`config.mk`:
```
export PLATFORM = sky130hd
export DESIGN_NAME = gate_test_seq
export DESIGN_NICKNAME = d
export VERILOG_FILES = /design/src/rtl/gate_test_seq.sv
export SDC_FILE = /design/constraint.sdc
export NUM_CORES = 1
export LEC_CHECK = 0
export CAP_MARGIN = 20
export CORE_MARGIN = 3
export CORE_UTILIZATION = 47
export CTS_CLUSTER_DIAMETER = 200
export DETAILED_ROUTE_END_ITERATION = 8
export PLACE_DENSITY = 0.85
export SYNTH_ARGS = -nofsm -noshare
export SYNTH_HDL_FRONTEND = slang
export SYNTH_SLANG_ARGS = --single-unit
```
`constraint.sdc`:
```
create_clock -name clk -period 1.8 [get_ports clk]
set_clock_uncertainty 0.1 [all_clocks]
set_input_delay 0.45 -clock clk [delete_from_list [all_inputs] [get_ports clk]]
set_output_delay 0.45 -clock clk [all_outputs]
set_load 0.02 [all_outputs]
```
`src/rtl/gate_test_seq.sv`:
```
`default_nettype none
// ============================================================================
//  Module      : gate_test_seq
//  Description : Clocked self-checking driver for a two-input gate. Walks
//                (a,b) through 00,10,01,11, samples z after SETTLE+1 cycles
//                per vector and reports pass / per-vector fail_mask.
//                Optional macro GATE_SEQ_STOP_ON_FAIL_EN: stop at the first
//                mismatch and hold the failing vector on a/b.
//  Revision    : 1.0 - initial release
// ============================================================================
module gate_test_seq #(
    parameter int SETTLE = 2
) (
    input  logic       clk,
    input  logic       rst,
    input  logic       start,
    input  logic [1:0] func,
    output logic       a,
    output logic       b,
    input  logic       z,
    output logic       busy,
    output logic       done,
    output logic       pass,
    output logic [3:0] fail_mask
);

    localparam logic [1:0] c_st_idle   = 2'd0;
    localparam logic [1:0] c_st_drive  = 2'd1;
    localparam logic [1:0] c_st_sample = 2'd2;
    localparam logic [1:0] c_st_done   = 2'd3;

    localparam logic [7:0] c_cnt_last  = 8'(SETTLE - 1);

    logic [1:0] r_state;
    logic [1:0] w_next_state;
    logic [1:0] r_idx;
    logic [7:0] r_cnt;
    logic [1:0] r_func;
    logic [3:0] r_fail_mask;
    logic       r_pass;

    logic       w_expected;
    logic       w_mismatch;
    logic [3:0] w_fail_upd;
    logic       w_stop;
    logic       w_hold;

    always_comb begin
        w_expected = 1'b0;
        case (r_func)
            2'b00:   w_expected = r_idx[0] & r_idx[1];
            2'b01:   w_expected = r_idx[0] | r_idx[1];
            2'b10:   w_expected = r_idx[0] ^ r_idx[1];
            default: w_expected = ~(r_idx[0] & r_idx[1]);
        endcase
    end

    assign w_mismatch = (z != w_expected);
    assign w_fail_upd = r_fail_mask | ((4'b0001 << r_idx) & {4{w_mismatch}});

`ifdef GATE_SEQ_STOP_ON_FAIL_EN
    // A recorded failure keeps the failing vector on a/b after the run.
    assign w_stop = w_mismatch;
    assign w_hold = |r_fail_mask;
`else
    assign w_stop = 1'b0;
    assign w_hold = 1'b0;
`endif

    always_ff @(posedge clk) begin
        if (rst) begin
            r_state <= c_st_idle;
        end else begin
            r_state <= w_next_state;
        end
    end

    always_comb begin
        w_next_state = r_state;
        case (r_state)
            c_st_idle:   if (start) w_next_state = c_st_drive;
            c_st_drive:  if (r_cnt == c_cnt_last) w_next_state = c_st_sample;
            c_st_sample: w_next_state = ((r_idx == 2'd3) || w_stop) ? c_st_done : c_st_drive;
            default:     w_next_state = c_st_idle;
        endcase
    end

    always_ff @(posedge clk) begin
        if (rst) begin
            r_idx       <= 2'd0;
            r_cnt       <= 8'd0;
            r_func      <= 2'b00;
            r_fail_mask <= 4'b0000;
            r_pass      <= 1'b0;
        end else begin
            case (r_state)
                c_st_idle: begin
                    if (start) begin
                        r_idx       <= 2'd0;
                        r_cnt       <= 8'd0;
                        r_func      <= func;
                        r_fail_mask <= 4'b0000;
                        r_pass      <= 1'b0;
                    end
                end
                c_st_drive: begin
                    r_cnt <= r_cnt + 8'd1;
                end
                c_st_sample: begin
                    r_fail_mask <= w_fail_upd;
                    // pass is registered on entry to DONE so it is final while done is high
                    if (w_next_state == c_st_done) begin
                        r_pass <= (w_fail_upd == 4'b0000);
                    end else begin
                        r_idx <= r_idx + 2'd1;
                        r_cnt <= 8'd0;
                    end
                end
                default: begin
                    if (!w_hold) r_idx <= 2'd0;
                end
            endcase
        end
    end

    always_comb begin
        a         = r_idx[0];
        b         = r_idx[1];
        busy      = (r_state != c_st_idle);
        done      = (r_state == c_st_done);
        pass      = r_pass;
        fail_mask = r_fail_mask;
    end

endmodule
`default_nettype wire

```
==> results, run 1 <==
- The number of nets in the synthesized netlist is roughly 120.
- Of the total synthesized cell area, the portion taken by full adders, half adders and majority gates is 0.0749.
- The initial cell density of the core is 0.506.
- The layout overhead on the synthesized area is 30.2%.
- In this run the deepest clock path goes through 2 buffers.
- The critical path start-end classification is flop to flop.
- CTS built an H-tree with a depth of 1.
- The power density over the cells is 587 nW/um2.
- The post-route worst setup slack is slightly above 0.07 ns.
- The row count is 16.
- The critical path required time is 1.90 ns.
- The area used by sequential logic in the layout is approximately 380 um2.
- The count of boundary I/O pins is 15.
- The clock latency on the worst-skew pair is ~0.3 ns.
- In this run the standard cell core region covers 1980 um2.
- The run finished with clean final reports.
- The final number of hold-violating endpoints was 0.
- The number of I/O port buffers is 14.
- The filler cell count in the final layout is 172.
- The share of post-route cells with drive strength above 1 is 0.219.
- The cell area that synthesis handed to floorplanning was 1000 um2.
- For this run, the total global-route usage over all layers was measured as 0.190.
- The synthesized design contains 0 enable-type register cells.
- In the synthesized netlist the async set-or-reset flop fraction comes to 0.
- The area of the die is between 2000 and 3000 um2.
- The floorplan die height is 52.2 um.
- The wire length of the first global-routing pass is 3840 um.
- Of the total synthesized cell area, the portion taken by AND, OR, NAND and NOR gates is 0.245.
- The total area of multi-input combinational cells is about 610 um2.
- The type of origin of the critical path is a flop.
- For this run, the detailed router's first-pass iteration total came to 4.
- Each instance of the synthesized netlist takes up on average around 9.1 um2.
- Across all layers, the routed design uses 885 vias.
- The fraction of the mapped netlist area in compound gates is 0.126.
- The via count of the first global-routing pass is 900.
- The number of distinct library cell variants in the gate-level netlist after synthesis is 34.
- The global-route layer with the greatest usage is met2.
- The number of endpoints failing setup at the final stage is 0.
- Derived from the worst setup path, the maximum achievable clock frequency is approximately 580 MHz.
- For this design the static power due to leakage is around 0.55 nW.
- The dominant combinational cell family by area after synthesis is simple AND/OR/NAND/NOR gates.
- Data on the critical path arrives at its endpoint at 1.83 ns.
- The die span in x is 52.2 um.
- Summed over all layers, the global routing overflow is 0.
- For this run, the register share of the synthesized area comes to 0.380.
- Routability-driven placement finished with a final weighted congestion of 0.766.
- For this run, global-route usage on met2 was measured as 0.358.
- The count of nets left with antenna violations once routing finished came out at 0.
- The final core area utilization is 0.658.
- The worst slack on hold paths is 0.366 ns.
- The met3 track utilization from global routing is 0.0684.
- The maximum number of pins on one net before global-route repair is 11.
- The top flip-flop cell by instance count after synthesis is sky130_fd_sc_hd__dfxtp_1.
- Detailed placement finished with a half-perimeter wire length of roughly 1700 um.
- After clock tree synthesis, the clock-pin slew on the worst setup and hold paths is 0.10 ns.
- The number of antenna violations at the first check in global routing is 0.
- The average wire per standard cell is 14.2 um.
- The total of flip-flops plus latches after synthesis is 19.
- The finished cells cover 1310 um2.
- The post-layout minimum cycle time is 1.73 ns.
- The CTS tree is built.
- During synthesis, Yosys emitted a total of 0 warnings.
- For this block, the routed nets add up to 2320 um of wire.
- In the routed layout, each cell is associated on average with a via count of 5.40.
- The cell area reported after detailed placement is 1250 um2.
- In this run, CTS created clock tree buffers numbering 3.
- The largest fanout on the critical path is 5.
- Of the total synthesized cell area, the portion taken by XOR and XNOR cells is 0.0699.
- For this run, global-route usage on met1 was measured as 0.185.
- CTS saw 19 sinks.
- The pin slew with the least headroom to its limit is 0.365 ns.
- The kind of capture point of the worst setup path is a flop.
- The post-synthesis cell count is 110.
- The total DRC errors in the routed layout is 0.
- The part of the cycle the worst path needs is 0.960.
- Measured against the total synthesized area, the mux share comes to 0.0524.
- The path class of the tightest hold or removal check is flop to flop.
- In this run the clock root is driven by a sky130_fd_sc_hd__clkbuf_4.
- The worst-case headroom to the max-slew limit is 0.755.
- The violation count after the first detailed-route iteration is 16.
- The number of antenna diodes in the final layout is 0.
- The final layout contains 150 nets.
- Max-cap violations in this run came to 0.
- VDD sags by at most between 0.4 and 0.5 mV.
- Prior to clock tree synthesis, the placed netlist has a worst setup slack of -0.120 ns.
- The total count of max-transition violations in the final report was 0.
[layout by cell type, fill, tap and decap left out, types with 2 or more instances in the layout]
cell type / n
sky130_fd_sc_hd__ha_1: 5
sky130_fd_sc_hd__nor2b_1: 2
sky130_fd_sc_hd__dfxtp_1: 17
sky130_fd_sc_hd__nand3_1: 7
sky130_fd_sc_hd__or3_1: 2
sky130_fd_sc_hd__dlygate4sd2_1: 9
sky130_fd_sc_hd__nor4b_1: 2
sky130_fd_sc_hd__a22oi_1: 2
sky130_fd_sc_hd__inv_2: 2
sky130_fd_sc_hd__nand2_1: 6
sky130_fd_sc_hd__nor2_1: 11
sky130_fd_sc_hd__buf_4: 14
sky130_fd_sc_hd__clkbuf_4: 3
sky130_fd_sc_hd__dfxtp_2: 2
sky130_fd_sc_hd__nand4_1: 2
sky130_fd_sc_hd__nor3_1: 4
sky130_fd_sc_hd__xor2_1: 3
sky130_fd_sc_hd__inv_1: 4
sky130_fd_sc_hd__xnor2_1: 4
sky130_fd_sc_hd__mux2_2: 2
sky130_fd_sc_hd__a21oi_1: 7
sky130_fd_sc_hd__clkdlybuf4s50_1: 5
sky130_fd_sc_hd__a32o_1: 4
[layer usage]
layer  vias to the layer above  part of all wire
li1                        444                 -
met1                       417              0.40
met2                        18              0.54
met3                         6             0.033
met4                         0             0.023
met5                         -                 0
[worst paths after layout]
| kind | from | endpoint | slack, ns | cells after the start |
|---|---|---|---|---|
| worst min register to register | pass | pass | 0.37 | 2 |
| worst max-delay path | r_idx[0] | fail_mask[3] | 0.07 | 6 |
| worst max register to register | r_idx[0] | fail_mask[3] | 0.07 | 6 |
| worst min-delay path | pass | pass | 0.37 | 2 |
[cell usage after synthesis, types with 2 or more instances]
cell type / count / area, um2
sky130_fd_sc_hd__clkbuf_2: 2 / 10.0
sky130_fd_sc_hd__nor2_1: 11 / 41.3
sky130_fd_sc_hd__nor2b_1: 2 / 12.5
sky130_fd_sc_hd__a32o_1: 4 / 40.0
sky130_fd_sc_hd__a22oi_1: 2 / 15.0
sky130_fd_sc_hd__nand2_1: 6 / 22.5
sky130_fd_sc_hd__mux2_2: 2 / 22.5
sky130_fd_sc_hd__nor4b_1: 2 / 17.5
sky130_fd_sc_hd__xnor2_1: 5 / 43.8
sky130_fd_sc_hd__dfxtp_1: 19 / 380
sky130_fd_sc_hd__or3_1: 2 / 12.5
sky130_fd_sc_hd__nand3_1: 7 / 35.0
sky130_fd_sc_hd__nor3_1: 4 / 20.0
sky130_fd_sc_hd__nand4_1: 2 / 12.5
sky130_fd_sc_hd__mux2i_1: 3 / 30.0
sky130_fd_sc_hd__ha_1: 6 / 75.1
sky130_fd_sc_hd__a21oi_1: 7 / 35.0
sky130_fd_sc_hd__inv_1: 6 / 22.5
sky130_fd_sc_hd__xor2_1: 3 / 26.3
[cell type report]
type	instances	share of cell area
timing repair buffer	28	0.179
tap	27	0.0259
clock buffer	4	0.0201
multi-input combinational	80	0.464
inverter	6	0.0173
sequential	19	0.293
[logic make-up after synthesis]
logic type | count (synthesis)
flip-flops | 19
multiplexers | 5
buffers and inverters | 11
adder cells (fa/ha/maj) | 6
XOR/XNOR | 8
AO/OA/AOI/OAI | 17
AND/OR/NAND/NOR | 44
[worst max-delay path: stages (launching register included)]
cell and delay [ns]:
sky130_fd_sc_hd__dfxtp_2 0.35, sky130_fd_sc_hd__ha_1 0.23, sky130_fd_sc_hd__buf_4 0.16, sky130_fd_sc_hd__mux2i_2 0.22
sky130_fd_sc_hd__mux2i_4 0.12, sky130_fd_sc_hd__xnor2_2 0.18, sky130_fd_sc_hd__a32o_1 0.26
[stage by stage]
| step | total power, mW | TNS, ns | instances |
|---|---|---|---|
| 2_1_floorplan | 0.505 | 0 | 110 |
| 3_3_place_gp | 0.550 | -0.217 | 160 |
| 3_5_place_dp | 0.553 | -0.537 | 160 |
| 4_1_cts | 0.773 | 0 | 164 |
| 5_1_grt | 0.808 | -0.0424 | 164 |
| 6_report | 0.767 | 0 | 164 |
[registers in the layout, indices dropped and copies added, names as in the netlist]
signal	flops
r_cnt	8
fail_mask	4
r_func	2
r_idx	2
r_state	2
pass	1
[power by group]
group	total (mW)	switching (mW)	internal, mW	leakage, nW
Combinational	0.113	0.0592	0.0541	0.381
Sequential	0.437	0.00837	0.429	0.155
Clock	0.216	0.130	0.0863	0.0150
[what timing repair did]
| action | CTS | global route |
|---|---|---|
| buffers inserted | 0 | 0 |
| hold buffers | 0 | 0 |
| endpoints found under the setup margin | 13 | 4 |
| pin swaps | 0 | 2 |
| gates resized for setup | 12 | 4 |
Note: power is estimated with default switching activity, not from simulation.
==> inputs of run 2 (changes only) <==
CTS_CLUSTER_DIAMETER = 50   (was 200)
GPL_TIMING_DRIVEN = 0   (was not set)
SKIP_LAST_GASP = 1   (was not set)
==> run 2 against run 1 <==
Against the previous run:
- die area did not move
- flip-flop and latch count did not move
- worst setup slack got worse by 0.027 ns
- final area rose by 1.4%
- final cell count fell by 2.4%
- first-iteration DRC count rose by 38%
- routed wire length fell by 1.1%
- utilization rose by 0.95 points
- critical path type is now flop to output pin
==> results, run 2 (synthesis gave the netlist of run 1 again) <==
- The part of the cycle the worst path needs is 0.975 (+0.0149).
- The clock latency on the worst-skew pair came to 0.30 ns (about the same).
- The net total in the final layout is 146 (-2.7%).
- The number of cells on the worst hold path is 2 (unchanged).
- The largest fanout on the critical path is 10 (+5).
- The number of I/O port buffers is 13 (-1).
- The total inserted antenna cells was 0 (unchanged).
- The floorplan die height is 52.2 um (unchanged).
- For hold timing, the worst endpoint is pass.
- The wire length of the first global-routing pass came to 3730 um (-2.7%).
- The post-layout minimum cycle time is 1.76 ns (+0.0268 ns).
- The detailed-routing iteration count for the pre-antenna-repair pass is 4 (unchanged).
- The routability congestion estimate from global placement is 0.729 (-4.9%).
- The clock share of power was 0.287 (+0.005).
- The worst setup path is launched from a flop.
- The area of the core is 1980 um2 (unchanged).
- The detailed-route wire length is 2300 um (-1.1%).
- The maximum clock frequency is 570 MHz (-1.5%).
- The run finished with clean final reports.
- The area used by sequential logic in the layout is 395 um2 (+3.3%).
- The share of post-route cells with drive strength above 1 is 0.271 (+0.0517).
- The count of boundary I/O pins is 15 (unchanged).
- The register-to-register path setup slack is 0.05 ns (-0.02 ns).
- The signal on the critical path passes through buf_6, and2_1, clkdlybuf4s15_2.
- The cell area reported after detailed placement is 1170 um2 (-6.8%).
- The data arrival at the endpoint of the critical path is 1.21 ns (-0.62 ns).
- The total power of the final layout was 0.756 mW (-1.3%).
- The slowest stage cell on the critical path is sky130_fd_sc_hd__dfxtp_2.
- The total area of multi-input combinational cells is 647 um2 (+6.8%).
- The power density over the cells is 571 nW/um2 (-2.7%).
- The total DRC errors in the routed layout is 0 (unchanged).
- The critical path required time was 1.25 ns (-0.65 ns).
- The vias per cell is 5.52 (+2.3%).
- The cell-internal power is 0.554 mW (-2.7%).
- The number of buffers and inverters on the critical path is 2 (+1).
- The kind of capture point of the worst setup path is an output pin.
- Setup repair after global routing could not meet its margin everywhere.
- The depth of the CTS H-tree is 1 (unchanged).
- The maximum number of pins on one net before global-route repair came to 12 (+1).
- The number of antenna violations at the first check in global routing was 0 (unchanged).
- The worst-case headroom to the max-slew limit is 0.586 (-0.169).
- The total count of max-transition violations in the final report is 0 (unchanged).
- The net switching component of the power is 0.202 mW (+2.6%).
- The filler cell count in the final layout is 150 (-13%).
- Leaving out fill and tap cells, the most frequent cells in the layout are 13 x sky130_fd_sc_hd__dfxtp_1, 10 x sky130_fd_sc_hd__nor2_1, 7 x sky130_fd_sc_hd__nand3_1, 7 x sky130_fd_sc_hd__buf_4.
- The post-placement cell count is 150 (-6.3%).
- The total vias in the final route is 883 (-0.23%).
- The clock transition time at the flip-flop clock pins of the worst setup and hold paths came to 0.12 ns (+0.02 ns).
- The average wire per standard cell was 14.3 um (+1.4%).
- The worst hold path belongs to the class flop to flop.
- The filler-free cell count of the finished design is 160 (-2.4%).
- The final number of hold-violating endpoints is 0 (unchanged).
- The final design instance area without fill is 1320 um2 (+1.4%).
- The pin slew with the least headroom to its limit is 0.616 ns (+0.251 ns).
- The total routing usage reported by global routing is 0.181 (-0.00840).
- The via count of the first global-routing pass is 864 (-4.0%).
- The number of flip-flops in the largest register came to 8 (unchanged).
- The cell family contributing the most delay on the critical path is buffers and inverters.
- The cell depth of the worst flop-to-flop path is 6 (unchanged).
- The standby leakage power is 0.531 nW (-3.7%).
- The violation count after the first detailed-route iteration is 22 (+6).
- The number of buffers inserted during clock tree synthesis is 3 (unchanged).
- The critical path start-end classification is flop to output pin.
- The number of endpoints failing setup at the final stage was 0 (unchanged).
- TritonCTS built the clock tree.
- The startpoint identified for the worst register-to-register timing path is r_idx[0].
- The post-route antenna net violation count was 0 (unchanged).
- The combinational share of power was 0.129 (-0.019).
- The layout overhead on the synthesized area is 32.1%.
- The initial cell density of the core is 0.506 (unchanged).
- The number of sinks handled by clock tree synthesis is 19 (unchanged).
- The number of max-cap violations was 0 (unchanged).
- The detailed placement HPWL is 1510 um (-12%).
- The row count is 16 (unchanged).
- The remaining global-route overflow is 0 (unchanged).
- The fraction of power consumed by sequential logic came to 0.584 (+0.014).
- The cell sitting at the root of the clock tree is a sky130_fd_sc_hd__clkbuf_4.
- The area of the die is 2720 um2 (unchanged).
- The switching share of total power came to 0.268 (+0.0103).
- The startpoint of the most critical hold path is pass.
- Leaving out fill and tap cells, the most frequent cell in the layout is sky130_fd_sc_hd__dfxtp_1.
- The longest individual stage delay on the worst path is 0.37 ns (+0.02 ns).
- The worst ir drop on vdd is 0.398 mV (-10%).
- The die span in x is 52.2 um (unchanged).
- The capturing point of the worst reg2reg path is fail_mask[3].
- The buffer depth of the longest clock path is 2 (unchanged).
- The register name with the most flops is r_cnt.
==> run 2: layout make-up <==
cell class / instances / share of cell area
buffer: 4 / 0.0236
clock buffer: 3 / 0.0170
clock inverter: 1 / 0.00378
inverter: 6 / 0.0170
multi-input combinational: 80 / 0.489
sequential: 19 / 0.299
tap: 27 / 0.0255
timing repair buffer: 20 / 0.126
==> run 2: how the worst max path moves through the flow <==
stage / start / end / slack (ns) / cells after the start
2_1_floorplan: r_idx[0] / fail_mask[0] / 0.01 / 6
3_3_place_gp: rst / fail_mask[0] / -0.14 / 4
3_5_place_dp: rst / fail_mask[0] / -0.18 / 4
4_1_cts: r_state[1] / busy / -0.03 / 4
5_1_grt: r_cnt[1] / r_state[1] / -0.05 / 6
6_report: r_state[1] / done / 0.04 / 3
==> run 2: metrics by stage <==
stage | hold slack [ns] | TNS (ns) | utilization | worst slack, ns
after floorplan | 0.350 | 0 | - | 0.0121
after global placement | 0.352 | -1.04 | 0.590 | -0.136
after detailed placement | 0.357 | -1.41 | 0.590 | -0.180
after CTS | 0.370 | -0.0355 | 0.634 | -0.0344
after global routing | 0.405 | -0.0512 | 0.668 | -0.0462
final | 0.369 | 0 | 0.668 | 0.0449
==> run 2: power by group through the flow <==
stage                     combinational (mW)  clock (mW)  sequential, mW
final                                 0.0976       0.217           0.442
after floorplan                       0.0600           0           0.445
after detailed placement              0.0894           0           0.446
after global placement                0.0862           0           0.446
after global routing                   0.107       0.240           0.444
after CTS                             0.0892       0.222           0.441
==> run 2: what timing repair did <==
action	in CTS	in global routing
hold buffers	0	0
buffers inserted	4	3
resized for setup	22	15
setup endpoints to repair	14	10
pin swaps	3	4
==> run 2: tightest hold or removal path: stages (launching register included) <==
cell and delay (ns):
sky130_fd_sc_hd__dfxtp_1 0.33, sky130_fd_sc_hd__nand3_1 0.06, sky130_fd_sc_hd__o21ai_1 0.05
==> run 2: layer usage <==
metal / share of wire / vias to the layer above / GRT usage / routed length [um]
li1: - / 439 / - / -
met1: 0.39 / 419 / 0.190 / 903
met2: 0.56 / 23 / 0.341 / 1290
met3: 0.039 / 2 / 0.0513 / 89
met4: 0.0065 / 0 / 0.0596 / 15
met5: 0 / - / 0 / 0
==> inputs of run 3 (changes only) <==
CORE_MARGIN = 2   (was 3)
==> run 3 against run 2 <==
Against the previous run:
- count of clock-buffer cells in the layout unchanged
- first-iteration DRC count increased by 4.5%
- clock power is 2% higher
- final area decreased by 2.6%
- sequential share of layout area is 0.39 points higher
- critical endpoint is now fail_mask[1]
- largest power group unchanged
==> results, run 3 (synthesis gave the netlist of run 1 again) <==
- The number of I/O port buffers is 13 (unchanged).
- The row count was 16 (unchanged).
- The kind of capture point of the worst setup path is a flop.
- The number of endpoints failing setup at the final stage came to 0 (unchanged).
- The violation count after the first detailed-route iteration is 23 (+4.5%).
- The share of post-route cells with drive strength above 1 was 0.221 (-0.0493).
- The buffer depth of the longest clock path was 2 (unchanged).
- TritonCTS built the clock tree.
- The total routing usage reported by global routing is 0.188 (+0.00690).
- The clock latency on the worst-skew pair is 0.30 ns (about the same).
- The pin slew with the least headroom to its limit was 0.476 ns (-0.140 ns).
- The maximum clock frequency is 576 MHz (+1.1%).
- The number of antenna violations at the first check in global routing came to 0 (unchanged).
- The part of the cycle the worst path needs is 0.965 (-0.0105).
- In this run the most critical hold path is launched from pass.
- The count of boundary I/O pins is 15 (unchanged).
- The maximum number of pins on one net before global-route repair is 12 (unchanged).
- The total DRC errors in the routed layout is 0 (unchanged).
- The library cells used most frequently in the layout, excluding fill and tap cells, are 15 x sky130_fd_sc_hd__dfxtp_1, 10 x sky130_fd_sc_hd__nor2_1, 7 x sky130_fd_sc_hd__a21oi_1, 7 x sky130_fd_sc_hd__nand3_1, 7 x sky130_fd_sc_hd__dlygate4sd2_1.
- The detailed-route wire length came to 2220 um (-3.3%).
- The cell at the root of the clock tree is sky130_fd_sc_hd__clkbuf_4.
- In this run the worst hold path is classified as flop to flop.
- The area of the die was 2520 um2 (-7.5%).
- Setup repair after global routing left no endpoint under its margin.
- The final number of hold-violating endpoints came to 0 (unchanged).
- The cell depth of the worst flop-to-flop path is 6 (unchanged).
- The post-route antenna net violation count is 0 (unchanged).
- The endpoint identified for the worst register-to-register timing path is fail_mask[1].
- The register-to-register path setup slack is 0.06 ns (about the same).
- The detailed placement HPWL is 1500 um (-0.81%).
- The leading cell type in the layout, fill and taps excluded is sky130_fd_sc_hd__dfxtp_1.
- The data arrival at the endpoint of the critical path is 1.85 ns (+0.64 ns).
- The area growth from synthesis to layout is 28.7%.
- The minimum setup slack after placement is -0.152 ns (+0.0282 ns).
- The total of hold buffers inserted after clock tree synthesis is 0 (unchanged).
- The power density over the cells is 588 nW/um2 (+2.9%).
- The critical path is of the flop to flop type.
- The clock transition time at the flip-flop clock pins of the worst setup and hold paths was 0.11 ns (about the same).
- The area of the core is 1980 um2 (unchanged).
- The worst hold path terminates at pass.
- The average wire per standard cell is 14.0 um (-2.1%).
- The standby leakage power is 0.519 nW (-2.4%).
- The total count of max-transition violations in the final report is 0 (unchanged).
- The worst-case headroom to the max-slew limit is 0.680 (+0.0938).
- The routability congestion estimate from global placement came to 0.762 (+4.5%).
- The total inserted antenna cells is 0 (unchanged).
- STA classifies the critical path startpoint as a flop.
- The number of flip-flops in the largest register is 8 (unchanged).
- The largest fanout on the critical path is 8 (-2).
- The detailed-routing iteration count for the pre-antenna-repair pass is 4 (unchanged).
- The net total in the final layout is 144 (-1.4%).
- The wire length of the first global-routing pass was 3570 um (-4.4%).
- The total power of the final layout is 0.758 mW (+0.26%).
- The remaining global-route overflow is 0 (unchanged).
- Ranked by flip-flop count, first place goes to r_cnt.
- The number of max-cap violations is 0 (unchanged).
- The initial cell density of the core was 0.506 (unchanged).
- The depth of the CTS H-tree was 1 (unchanged).
- The number of sinks handled by clock tree synthesis is 19 (unchanged).
- The run finished with clean final reports.
- The number of cells on the worst hold path is 2 (unchanged).
- The worst ir drop on vdd came to 0.421 mV (+5.8%).
- The via count of the first global-routing pass came to 860 (-0.46%).
- The vias per cell came to 5.54 (+0.46%).
- The post-route worst setup slack is 0.0637 ns (+0.0188 ns).
- The floorplan die height is 50.2 um (-3.8%).
- The startpoint identified for the worst register-to-register timing path is r_idx[0].
- The final core area utilization is 0.651 (-0.0170).
- The critical path required time is 1.91 ns (+0.66 ns).
- The total vias in the final route came to 876 (-0.79%).
- The number of buffers inserted during clock tree synthesis is 3 (unchanged).
- The die span in x is 50.2 um (-3.8%).
- The post-layout minimum cycle time came to 1.74 ns (-0.0188 ns).
==> run 3: cell types whose count changed in the layout (fill, tap and decap cells not counted), sizes merged <==
cell and delta:
clkbuf -1, buf -1, dlygate4sd2 +1, clkdlybuf4s15 -1
==> run 3: worst max-delay path by stage <==
stage               slack [ns]  startpoint  depth (start not counted)            to
finish                    0.06    r_idx[0]                          6  fail_mask[1]
floorplan                 0.01    r_idx[0]                          6  fail_mask[0]
detailed placement       -0.15         rst                          4  fail_mask[1]
global placement         -0.14         rst                          4  fail_mask[3]
CTS                      -0.08  r_state[0]                          4          busy
global route              0.02    r_idx[0]                          6  fail_mask[1]
==> run 3: metal layers <==
| layer | GRT usage | routed length (um) | vias to the layer above |
|---|---|---|---|
| met1 | 0.206 | 926 | 415 |
| met4 | 0.106 | 54 | 0 |
| met2 | 0.342 | 1170 | 22 |
| met3 | 0.0268 | 72 | 7 |
| li1 | - | - | 432 |
| met5 | 0 | 0 | - |
==> run 3: power breakdown <==
group	total (mW)	internal (mW)	leakage (nW)	switching (mW)
Sequential	0.435	0.426	0.156	0.00893
Combinational	0.101	0.0430	0.345	0.0583
Clock	0.221	0.0830	0.0177	0.139
==> run 3: layout make-up <==
cell class | count | area [um2]
Fill cell | 161 | 692
Multi-Input combinational cell | 80 | 636
Sequential cell | 19 | 390
Timing Repair Buffer | 17 | 141
Buffer | 5 | 38.8
Tap cell | 27 | 33.8
Clock buffer | 3 | 22.5
Inverter | 6 | 22.5
Clock inverter | 1 | 5.00
==> run 3: stage by stage <==
step	instances	setup TNS, ns	instance area (um2)	hold slack [ns]
4_1_cts	155	-0.0768	1230	0.371
5_1_grt	158	0	1290	0.407
3_5_place_dp	150	-1.18	1170	0.358
6_report	158	0	1290	0.364
3_3_place_gp	150	-1.04	1170	0.354
2_1_floorplan	110	0	1000	0.350
==> run 3: critical path, stage by stage (launching register included) <==
cell                      delay, ns
sky130_fd_sc_hd__dfxtp_4       0.37
sky130_fd_sc_hd__ha_2          0.18
sky130_fd_sc_hd__buf_6         0.14
sky130_fd_sc_hd__mux2_4        0.28
sky130_fd_sc_hd__mux2i_4       0.21
sky130_fd_sc_hd__xnor2_4       0.11
sky130_fd_sc_hd__a32o_1        0.25
==> run 3: timing repair <==
| action | in CTS | in global routing |
|---|---|---|
| pin swaps | 5 | 4 |
| setup buffers | 1 | 3 |
| endpoints found under the setup margin | 13 | 10 |
| hold endpoints to repair | 0 | 0 |
| gates resized for setup | 20 | 13 |
